## src/rtl/time_set_encoder.sv

```systemverilog
// time_set_encoder: HH:MM:SS BCD clock with three-key adjust mode that drives
// an 8-position seven-segment scanner: segment word, blink cursor and adjust flag.
// The FSM is NORMAL (time runs) / ADJUST (time frozen, cursor edits one digit).
// The adjust output is the registered image of the FSM state.
module time_set_encoder #(
  parameter int TICK_DIV     = 1000,
  parameter int DEBOUNCE_CYC = 20,
  parameter int TIMEOUT_CYC  = 10000
) (
  input  logic        CP_1KHz,
  input  logic        CR,
  input  logic        key_mode,
  input  logic        key_next,
  input  logic        key_inc,
  output logic [63:0] display_time,
  output logic [3:0]  index,
  output logic        adjust,
  output logic [23:0] time_bcd
);

  localparam int DW = $clog2(DEBOUNCE_CYC + 1);
  localparam int TW = $clog2(TICK_DIV + 1);
  localparam int OW = $clog2(TIMEOUT_CYC + 1);

  typedef enum logic {ST_NORMAL = 1'b0, ST_ADJUST = 1'b1} state_t;

  // Key bit 0 = mode, 1 = next, 2 = inc.
  logic [2:0]    keys;
  logic [2:0]    sync1, sync2, level, pulse;
  logic [DW-1:0] deb_cnt [3];

  state_t        state_q, state_d;
  logic [TW-1:0] tick_cnt;
  logic [OW-1:0] to_cnt;
  logic          tick_hit, to_hit, any_key;
  logic          p_mode, p_next, p_inc;
  logic          do_tick, do_inc, do_next, cursor_clr;

  logic [3:0]    h1, h0, m1, m0, s1, s0;
  logic [2:0]    cursor_q;

  assign keys = {key_inc, key_next, key_mode};

  // Wrap a BCD digit back to 0 once it has reached its upper limit.
  function automatic logic [3:0] wrap_inc(input logic [3:0] v, input logic [3:0] lim);
    return (v >= lim) ? 4'd0 : v + 4'd1;
  endfunction

  // Cursor walk over the digit positions, skipping the two dash separators.
  function automatic logic [2:0] next_pos(input logic [2:0] p);
    case (p)
      3'd0:    return 3'd1;
      3'd1:    return 3'd3;
      3'd3:    return 3'd4;
      3'd4:    return 3'd6;
      3'd6:    return 3'd7;
      default: return 3'd0;
    endcase
  endfunction

  // Active-low segment code {dp,g,f,e,d,c,b,a}; non-BCD values are blank.
  function automatic logic [7:0] seg(input logic [3:0] d);
    case (d)
      4'd0:    return 8'hC0;
      4'd1:    return 8'hF9;
      4'd2:    return 8'hA4;
      4'd3:    return 8'hB0;
      4'd4:    return 8'h99;
      4'd5:    return 8'h92;
      4'd6:    return 8'h82;
      4'd7:    return 8'hF8;
      4'd8:    return 8'h80;
      4'd9:    return 8'h90;
      default: return 8'hFF;
    endcase
  endfunction

  // Per-key synchronizer and debounce; a pulse marks each accepted press.
  always_ff @(posedge CP_1KHz) begin
    if (CR) begin
      sync1 <= '0;
      sync2 <= '0;
      level <= '0;
      pulse <= '0;
      for (int i = 0; i < 3; i++) deb_cnt[i] <= '0;
    end else begin
      sync1 <= keys;
      sync2 <= sync1;
      for (int i = 0; i < 3; i++) begin
        pulse[i] <= 1'b0;
        if (sync2[i] != level[i]) begin
          if (deb_cnt[i] == DW'(DEBOUNCE_CYC - 1)) begin
            level[i]   <= sync2[i];
            pulse[i]   <= sync2[i];
            deb_cnt[i] <= '0;
          end else begin
            deb_cnt[i] <= deb_cnt[i] + DW'(1);
          end
        end else begin
          deb_cnt[i] <= '0;
        end
      end
    end
  end

  // Same-cycle pulses resolve mode > next > inc; the losers are dropped.
  assign p_mode  = pulse[0];
  assign p_next  = pulse[1] & ~pulse[0];
  assign p_inc   = pulse[2] & ~pulse[1] & ~pulse[0];
  assign any_key = |pulse;

  assign tick_hit = (state_q == ST_NORMAL) && (tick_cnt == TW'(TICK_DIV - 1));
  assign to_hit   = (to_cnt == OW'(TIMEOUT_CYC - 1));

  // FSM state register.
  always_ff @(posedge CP_1KHz) begin
    if (CR) state_q <= ST_NORMAL;
    else    state_q <= state_d;
  end

  // FSM next-state: mode toggles, idle timeout falls back to NORMAL.
  always_comb begin
    state_d = state_q;
    case (state_q)
      ST_NORMAL: if (p_mode) state_d = ST_ADJUST;
      ST_ADJUST: begin
        if (p_mode)                 state_d = ST_NORMAL;
        else if (!any_key && to_hit) state_d = ST_NORMAL;
      end
      default:   state_d = ST_NORMAL;
    endcase
  end

  // FSM output decode: which datapath action fires this cycle.
  always_comb begin
    do_tick    = 1'b0;
    do_inc     = 1'b0;
    do_next    = 1'b0;
    cursor_clr = 1'b0;
    case (state_q)
      ST_NORMAL: begin
        do_tick    = tick_hit & ~p_mode;
        cursor_clr = p_mode;
      end
      ST_ADJUST: begin
        do_inc  = p_inc;
        do_next = p_next;
      end
      default: ;
    endcase
  end

  // 1 s prescaler: runs only while staying in NORMAL, otherwise parked at 0.
  always_ff @(posedge CP_1KHz) begin
    if (CR || state_q != ST_NORMAL || state_d != ST_NORMAL || tick_hit) tick_cnt <= '0;
    else                                                                tick_cnt <= tick_cnt + TW'(1);
  end

  // Idle timer for ADJUST, restarted by every key pulse.
  always_ff @(posedge CP_1KHz) begin
    if (CR || state_q != ST_ADJUST || any_key || to_hit) to_cnt <= '0;
    else                                                 to_cnt <= to_cnt + OW'(1);
  end

  // Time-of-day digits: cascaded tick in NORMAL, carry-free edits in ADJUST.
  always_ff @(posedge CP_1KHz) begin
    if (CR) begin
      {h1, h0, m1, m0, s1, s0} <= '0;
    end else if (do_tick) begin
      if (s0 == 4'd9) begin
        s0 <= 4'd0;
        if (s1 == 4'd5) begin
          s1 <= 4'd0;
          if (m0 == 4'd9) begin
            m0 <= 4'd0;
            if (m1 == 4'd5) begin
              m1 <= 4'd0;
              if (h1 == 4'd2 && h0 == 4'd3) begin
                h1 <= 4'd0;
                h0 <= 4'd0;
              end else if (h0 == 4'd9) begin
                h0 <= 4'd0;
                h1 <= h1 + 4'd1;
              end else begin
                h0 <= h0 + 4'd1;
              end
            end else m1 <= m1 + 4'd1;
          end else m0 <= m0 + 4'd1;
        end else s1 <= s1 + 4'd1;
      end else s0 <= s0 + 4'd1;
    end else if (do_inc) begin
      case (cursor_q)
        3'd0: begin
          h1 <= wrap_inc(h1, 4'd2);
          // Entering the 20s hours: an hour digit above 3 would be illegal.
          if (h1 == 4'd1 && h0 > 4'd3) h0 <= 4'd0;
        end
        3'd1:    h0 <= wrap_inc(h0, (h1 == 4'd2) ? 4'd3 : 4'd9);
        3'd3:    m1 <= wrap_inc(m1, 4'd5);
        3'd4:    m0 <= wrap_inc(m0, 4'd9);
        3'd6:    s1 <= wrap_inc(s1, 4'd5);
        3'd7:    s0 <= wrap_inc(s0, 4'd9);
        default: ;
      endcase
    end
  end

  // Adjust cursor: cleared on entry to ADJUST, holds its value on exit.
  always_ff @(posedge CP_1KHz) begin
    if (CR || cursor_clr) cursor_q <= '0;
    else if (do_next)     cursor_q <= next_pos(cursor_q);
  end

  assign time_bcd = {h1, h0, m1, m0, s1, s0};

  // Registered encode stage: display, cursor and flag trail the core by one cycle.
  always_ff @(posedge CP_1KHz) begin
    if (CR) begin
      display_time <= 64'hC0C0_BFC0_C0BF_C0C0;
      index        <= 4'd0;
      adjust       <= 1'b0;
    end else begin
      display_time <= {seg(h1), seg(h0), 8'hBF, seg(m1), seg(m0), 8'hBF, seg(s1), seg(s0)};
      index        <= {1'b0, cursor_q};
      adjust       <= (state_q == ST_ADJUST);
    end
  end

endmodule

```

## config.mk

```make
export PLATFORM = sky130hd
export DESIGN_NAME = time_set_encoder
export DESIGN_NICKNAME = d
export VERILOG_FILES = /design/src/rtl/time_set_encoder.sv
export SDC_FILE = /design/constraint.sdc
export NUM_CORES = 1
export LEC_CHECK = 0
export ABC_AREA = 1
export CAP_MARGIN = 25
export CELL_PAD_IN_SITES_DETAIL_PLACEMENT = 0
export CELL_PAD_IN_SITES_GLOBAL_PLACEMENT = 1
export CORE_MARGIN = 3
export CORE_UTILIZATION = 35
export DETAILED_ROUTE_END_ITERATION = 8
export HOLD_SLACK_MARGIN = 0.1
export PLACE_DENSITY_LB_ADDON = 0.1
export SETUP_SLACK_MARGIN = 0.1
export SYNTH_ARGS = -nofsm -noshare
export SYNTH_HDL_FRONTEND = slang
export SYNTH_SLANG_ARGS = --single-unit
```

## constraint.sdc

```tcl
create_clock -name CP_1KHz -period 2.1 [get_ports CP_1KHz]
set_input_delay 0.21 -clock CP_1KHz [delete_from_list [all_inputs] [get_ports CP_1KHz]]
set_output_delay 0.21 -clock CP_1KHz [all_outputs]
set_load 0.01 [all_outputs]
```

==> results of run 1 <==
==> area by class of cell <==
type	instances	area, sq um
Clock inverter	7	135
Multi-Input combinational cell	577	3110
Inverter	93	353
Tap cell	225	282
Sequential cell	125	2660
Clock buffer	24	492
Fill cell	1734	9540
Timing Repair Buffer	81	788
==> cell families after synthesis <==
| kind of cell | after synthesis | share of synthesized area [%] |
|---|---|---|
| DFF | 125 | 42.6 |
| AOI/OAI and AO/OA | 128 | 11.1 |
| adders and majority gates | 35 | 7.03 |
| buffers and inverters | 132 | 9.69 |
| and+or+nand+nor | 361 | 27.4 |
| other | 2 | 0.120 |
| xor gates and xnor gates | 15 | 2.11 |
==> metrics by stage <==
| step | util, % | hold WS [ns] | instances | area, sq um |
|---|---|---|---|---|
| after floorplan | - | 0.294 | 834 | 6370 |
| final | 45.0 | 0.187 | 1132 | 7820 |
| after global placement | 41.4 | 0.394 | 1101 | 7190 |
| after CTS | 45.0 | 0.185 | 1132 | 7810 |
| after global routing | 45.0 | 0.205 | 1132 | 7820 |
| after detailed placement | 41.4 | 0.393 | 1101 | 7190 |
==> power by group <==
| part | switching (mW) | total, mW | internal (mW) |
|---|---|---|---|
| Sequential | 0.0161 | 2.46 | 2.44 |
| Clock | 1.01 | 3.11 | 2.10 |
| Combinational | 0.0842 | 0.118 | 0.0339 |
==> path summary, 6_finish.rpt <==
path                            cells after the start           startpoint                  end
worst max-delay path                               13   h1[0]$_SDFFE_PP0P_   h0[3]$_SDFFE_PP0P_
worst min-delay path                                2                   CR  sync1[2]$_SDFF_PP0_
worst max register to register                     13   h1[0]$_SDFFE_PP0P_   h0[3]$_SDFFE_PP0P_
worst min register to register                      2  sync1[2]$_SDFF_PP0_  sync2[2]$_SDFF_PP0_
==> routing by layer <==
| layer | track usage [%] | vias to the layer above | wire length, microns |
|---|---|---|---|
| li1 | - | 2721 | - |
| met1 | 16.9 | 2413 | 6210 |
| met2 | 24.6 | 97 | 6810 |
| met3 | 4.16 | 20 | 628 |
| met4 | 5.46 | 0 | 263 |
| met5 | 0 | - | 0 |
==> worst max-delay path: stages, from the launching register on <==
cell and delay [ns]:
dfxtp_2 0.34, inv_1 0.13, ha_2 0.24, nand2_1 0.10, ha_1 0.28, nand2_1 0.07
nand2_1 0.05, nand2_1 0.05, nand3_1 0.07, nand2_1 0.13, nand2_1 0.07, nand2_1 0.06
nand2_1 0.04, nor2_1 0.09
==> flip-flops by register name, indices dropped and copies added, names as in the netlist, 4 cells and up <==
register / count
deb_cnt: 15
display_time: 42
h0: 4
h1: 4
m0: 4
m1: 4
s0: 4
s1: 4
tick_cnt: 10
to_cnt: 14
==> Yosys cell counts (9+ instances only) <==
cell type  instances  area (sq um)
a21oi_1           72           360
buf_4             24           180
dfxtp_1          110          2200
edfxtp_1          15           450
ha_1              35           438
inv_1             85           319
nand2_1          147           552
nand3_1           49           245
nor2_1           100           375
nor3_1            15          75.1
o211ai_1          13          97.6
o21ai_0           32           160
or2_2              9          56.3
xor2_1            13           114
==> what timing repair did <==
item / 4_1_cts / 5_1_grt
setup endpoints to repair: 0 / 4
hold buffers: 0 / 0
gates resized for setup: 0 / 3
==> impl_metrics.yaml, run 1 <==
clock_tree:
  clockBufferDepth: 2
  cts-htree-levels: 4
  clock_tree_sinks: 125
  cts_tree: "done"
  worstSkewPairLatency_ns: 0.41
  path_clk_slew_ns: 0.05
  clock-root-buffer: "clkbuf_16"
  tritoncts.num_buffers: 17
  postCtsSetupRepairBufs: 0
place:
  place.port_buffers: 74
  routabilityCongestion: 0.794
  dp_slack_ns: 0.240
  final_hpwl_from_detailed_placement_microns: 10500
synthesis:
  yosysUniqueCellTypes: 42
  yosysWarningCount: 0
  synth-main-ff-cell: "dfxtp_1"
  synth_sequential_area_ratio_pct: 42.6
  postSynthRegisterBits: 125
  synth-async-reset-ratio_pct: 0
  synthesis.instances: 798
  post_synth.cell_area_avg_sq_um: 7.81
  syn_area_sq_um: 6230
  count_of_flip_flops_with_a_built_in_enable_after_synthesis: 15
floorplan:
  initial_core_util_pct: 35.9
  fp-row-count: 48
  die_height_microns: 139
  die_width_microns: 139
  die_area_sq_um: 19400
  total_core_area_sq_um: 17400
  io-pin-count: 98
global_routing:
  grt_max_degree: 35
  number_of_global_route_vias_before_repair: 5002
  wire_length_of_the_first_global_routing_pass_microns: 23100
  globalRouteOverflowTotal: 0
  global_route.usage.total_pct: 14.3
  antenna_found_initial: 0
finish:
  n_antenna_cell: 0
  final_cell_mix: "nand2_1 (147), dfxtp_1 (108), nor2_1 (100)"
  layout_commonest_cell: "nand2_1"
  layout_cells_sized_above_1_pct: 8.93
  area_growth_syn_to_layout_pct: 25.4
  nNetsFinal: 935
pwr:
  power.total_mw: 5.68
  power.static_leakage_nw: 3.27
  power-per-cell-area_nw_per_um2: 727
  vdd.ir_drop.worst_uv: 517
sta:
  fin_setup_tns_ns: 0
  fmax_ghz: 0.559
  worst-slew-pin-transition_ns: 0.653
  fin_crit_sh_pct: 85.2
  maxSlewViolCount: 0
  maxSlewHeadroom_pct: 56.0
  hold_viol_final: 0
  final.setup.worst_slack_ns: 0.311
  grt_setup_unrepaired: "no"
  finalSetupViolations: 0
  final_period_minus_worst_setup_slack_ns: 1.79
  final.setup_skew_ns: 0.00981
detailed_routing:
  detail_route.vias_per_cell: 4.64
  drtIter0Drc: 193
  firstDrtPassIters: 5
  drc: 0
  wl_per_cell_microns: 12.3
  route.vias.total: 5251
  ant_nets: 0
  route.final.wire_length_microns: 13900
worst_setup_path:
  timing.critical_path.from_type: "flip-flop"
  setup_slack_reg_to_reg_ns: 0.31
  timing.critical_path.fanout_max: 7
  worst_ep_arrival_time_ns: 2.13
  timing_worst_setup_path_type: "reg -> reg"
  endpoint_kind: "flip-flop"
  timing.critical_path.required_ns: 2.44
flow_run:
  cap_violations: 0
min_path:
  holdCritPathClass: "in -> reg"
run_status:
  run_status: "finished, final reports clean"
No activity file was read; power rests on OpenSTA's default activity.
==> run 2: changes to the inputs <==
--- a/config.mk
+++ b/config.mk
@@ -5,13 +5,13 @@
 export SDC_FILE = /design/constraint.sdc
 export NUM_CORES = 1
 export LEC_CHECK = 0
-export ABC_AREA = 1
 export CAP_MARGIN = 25
 export CELL_PAD_IN_SITES_DETAIL_PLACEMENT = 0
 export CELL_PAD_IN_SITES_GLOBAL_PLACEMENT = 1
 export CORE_MARGIN = 3
 export CORE_UTILIZATION = 35
 export DETAILED_ROUTE_END_ITERATION = 8
+export GPL_TIMING_DRIVEN = 0
 export HOLD_SLACK_MARGIN = 0.1
 export PLACE_DENSITY_LB_ADDON = 0.1
 export SETUP_SLACK_MARGIN = 0.1
==> run 2 against run 1 <==
The run now ends with negative setup slack left. Cell count shrank 4.2%. Flip-flop and latch count is the same. Synthesized area shrank 2.3%. Clock skew shrank 0.0032 ns. Design area grew 4.7%. Global-route usage grew 1.9 points. Synthesized cell count shrank 13%. First-iteration DRC count grew 27%. Clock power shrank 13%. Utilization grew 3.6 points. Via count shrank 2.1%. Critical path depth shrank 3. Critical path type unchanged.
==> impl_metrics.yaml, run 2 <==
run_status:
  run_status: "finished, violations left"
  violations: "negative setup slack"
min_path:
  hold_path_startpoint: "key_mode"
  worst_hold_path.num_cells: 2
  endpoint_of_the_worst_hold_timing_path: "sync1[0]$_SDFF_PP0_"
  holdCritPathClass: "in -> reg"
pwr:
  power-per-cell-area_nw_per_um2: 677
  vdd.ir_drop.worst_uv: 539
  power_switching_mw: 1.31
  cell_internal_pwr_mw: 4.23
  sequentialPowerShare_pct: 45.1
  clock_power_share_pct: 49.2
  power.static_leakage_nw: 3.17
  comb_power_share_pct: 5.7
  power.total_mw: 5.54
  switching_share_pct: 23.7
synthesis:
  synth_most_common_cell: "dfxtp_1"
  synth_sequential_area_ratio_pct: 43.5
  yosysWarningCount: 0
  yosysTopAreaCell: "dfxtp_1"
  synthesis.instances: 696
  synth.top_cells.by_area: "dfxtp_1 (36%), edfxtp_1 (7.4%), ha_1 (7.2%)"
  syn_area_sq_um: 6090
  count_of_flip_flops_with_a_built_in_enable_after_synthesis: 15
  synth.top_cell.area_share_pct: 36.2
  synth-main-ff-cell: "dfxtp_1"
  yosysUniqueCellTypes: 58
  synth-async-reset-ratio_pct: 0
  postSynthRegisterBits: 125
  post_synth.cell_area_avg_sq_um: 8.75
  synth_commonest_cells: "dfxtp_1 (110), nor2_1 (95), a21oi_1 (66)"
clock_tree:
  clock-root-buffer: "clkbuf_16"
  cts-htree-levels: 4
  clock_tree_sinks: 125
  hold_buffers: 0
  tritoncts.num_buffers: 17
  worstSkewPairLatency_ns: 0.42
  cts_tree: "done"
  path_clk_slew_ns: 0.06
  clockBufferDepth: 2
global_routing:
  globalRouteOverflowTotal: 0
  global_route.usage.total_pct: 16.3
  wire_length_of_the_first_global_routing_pass_microns: 24200
  grt.met2_usage_pct: 25.8
  number_of_global_route_vias_before_repair: 4869
  antenna_found_initial: 0
  gr-usage-met3_pct: 5.01
  grt.met1_usage_pct: 21.4
  grt_max_degree: 17
  grt_busiest_layer: "met2"
floorplan:
  die_width_microns: 138
  io-pin-count: 98
  total_core_area_sq_um: 16800
  die_area_sq_um: 19000
  die_height_microns: 138
  fp-row-count: 47
  initial_core_util_pct: 36.2
sta:
  finalSetupViolations: 4
  fin_setup_tns_ns: -0.427
  grt_setup_unrepaired: "yes"
  final.setup_skew_ns: 0.00660
  maxSlewViolCount: 0
  maxSlewHeadroom_pct: 47.6
  final.setup.worst_slack_ns: -0.156
  final.hold.worst_slack_ns: 0.407
  worst-slew-pin-transition_ns: 0.785
  final_period_minus_worst_setup_slack_ns: 2.26
  fmax_ghz: 0.443
  fin_crit_sh_pct: 107
  hold_viol_final: 0
worst_setup_path:
  timing.critical_path.required_ns: 2.45
  worstPathCellList: "inv_4 -> ha_4 -> nand2_4 -> inv_4 -> ha_4 -> or4b_4 -> a21oi_4 -> mux2i_4 -> or4b_4 -> a21oi_2"
  timing.critical_path.fanout_max: 6
  timing.reg2reg.worst_path_depth: 10
  setup_slack_reg_to_reg_ns: -0.16
  r2r-start: "h1[0]$_SDFFE_PP0P_"
  worst_ep_arrival_time_ns: 2.61
  timing_worst_setup_path_type: "reg -> reg"
  regToRegEndpoint: "h0[2]$_SDFFE_PP0P_"
  crit_slowest_cell: "or4b_4"
  timing.critical_path.from_type: "flip-flop"
  endpoint_kind: "flip-flop"
  slowest_stage_delay_on_critical_path_ns: 0.50
finish:
  sequential_cell_area_sq_um: 2680
  top_flop_regs: "display_time (42), deb_cnt (15), to_cnt (14)"
  layout.filler_cells: 1650
  largest-register: "display_time"
  area_growth_syn_to_layout_pct: 34.4
  final_core_utilization_pct: 48.7
  final_cell_mix: "dfxtp_1 (100), nor2_1 (94), clkdlybuf4s50_1 (74)"
  layout_commonest_cell: "dfxtp_1"
  multi_input_gate_area_sq_um: 3320
  final_cell_area_sq_um: 8180
  n_antenna_cell: 0
  largest_reg_flops: 42
  layout_cells_sized_above_1_pct: 16.4
  nNetsFinal: 891
  instances_no_fill: 1084
place:
  final_hpwl_from_detailed_placement_microns: 10700
  place.detailed.instances: 1026
  place.port_buffers: 74
  routabilityCongestion: 0.826
  dp_slack_ns: -0.305
  dpl_cell_area_sq_um: 7300
detailed_routing:
  route.final.wire_length_microns: 15100
  route.vias.total: 5142
  firstDrtPassIters: 4
  detail_route.vias_per_cell: 4.74
  wl_per_cell_microns: 14.0
  ant_nets: 0
  drtIter0Drc: 246
  drc: 0
flow_run:
  cap_violations: 0
-- run 2: repair_timing --
item,CTS,global route
pin swaps,6,18
setup endpoints to repair,32,21
buffers inserted,9,17
cloned,0,0
gates resized for setup,22,21
-- run 2: per-layer routing --
layer  up-vias  part of all wire [%]
met3        16                   4.9
met4         0                   1.1
met2        93                    47
li1       2625                     -
met1      2408                    47
met5         -                     0
-- run 2: how the worst max path moves through the flow --
stage	from	end	slack, ns	cells after the start
finish	h1[0]$_SDFFE_PP0P_	h0[2]$_SDFFE_PP0P_	-0.16	10
global route	h1[0]$_SDFFE_PP0P_	h0[2]$_SDFFE_PP0P_	-0.22	10
CTS	h1[0]$_SDFFE_PP0P_	h0[2]$_SDFFE_PP0P_	-0.20	10
detailed placement	h1[0]$_SDFFE_PP0P_	h0[2]$_SDFFE_PP0P_	-0.31	10
global placement	h1[0]$_SDFFE_PP0P_	h0[2]$_SDFFE_PP0P_	-0.27	10
floorplan	h1[0]$_SDFFE_PP0P_	h0[2]$_SDFFE_PP0P_	-0.11	10
-- run 2: final cells by class --
class                      count  area share [%]
timing repair buffer         100            11.5
buffer                        49            3.68
multi-input combinational    528            40.5
sequential                   125            32.7
clock inverter                15            1.51
clock buffer                  17            5.20
tap                          220            3.36
inverter                      30            1.44
-- run 2: power groups by stage --
stage,clock (mW),combinational [mW],sequential [mW]
6_report,2.72,0.316,2.50
5_1_grt,2.91,0.353,2.50
4_1_cts,2.79,0.304,2.50
3_5_place_dp,0,0.301,2.55
3_3_place_gp,0,0.297,2.55
2_1_floorplan,0,0.191,2.55
-- run 2: critical path: cells and delay by family (launching register included) --
kind	cells	cell delay [ns]
flops	1	0.35
compound gates	2	0.26
mux	1	0.11
buf+inv	2	0.08
simple gates	3	1.07
fa+ha+maj	2	0.31
-- run 2: logic make-up (layout without fill, tap and decap cells) --
kind of cell / Yosys count / count (layout) / synth area share [%]
simple gates: 278 / 278 / 22.6
compound gates: 133 / 133 / 13.3
mux: 9 / 9 / 1.48
buf+inv: 79 / 211 / 6.74
flops: 125 / 125 / 43.5
xor+xnor: 35 / 35 / 5.03
fa+ha+maj: 35 / 35 / 7.19
other cells: 2 / 38 / 0.123
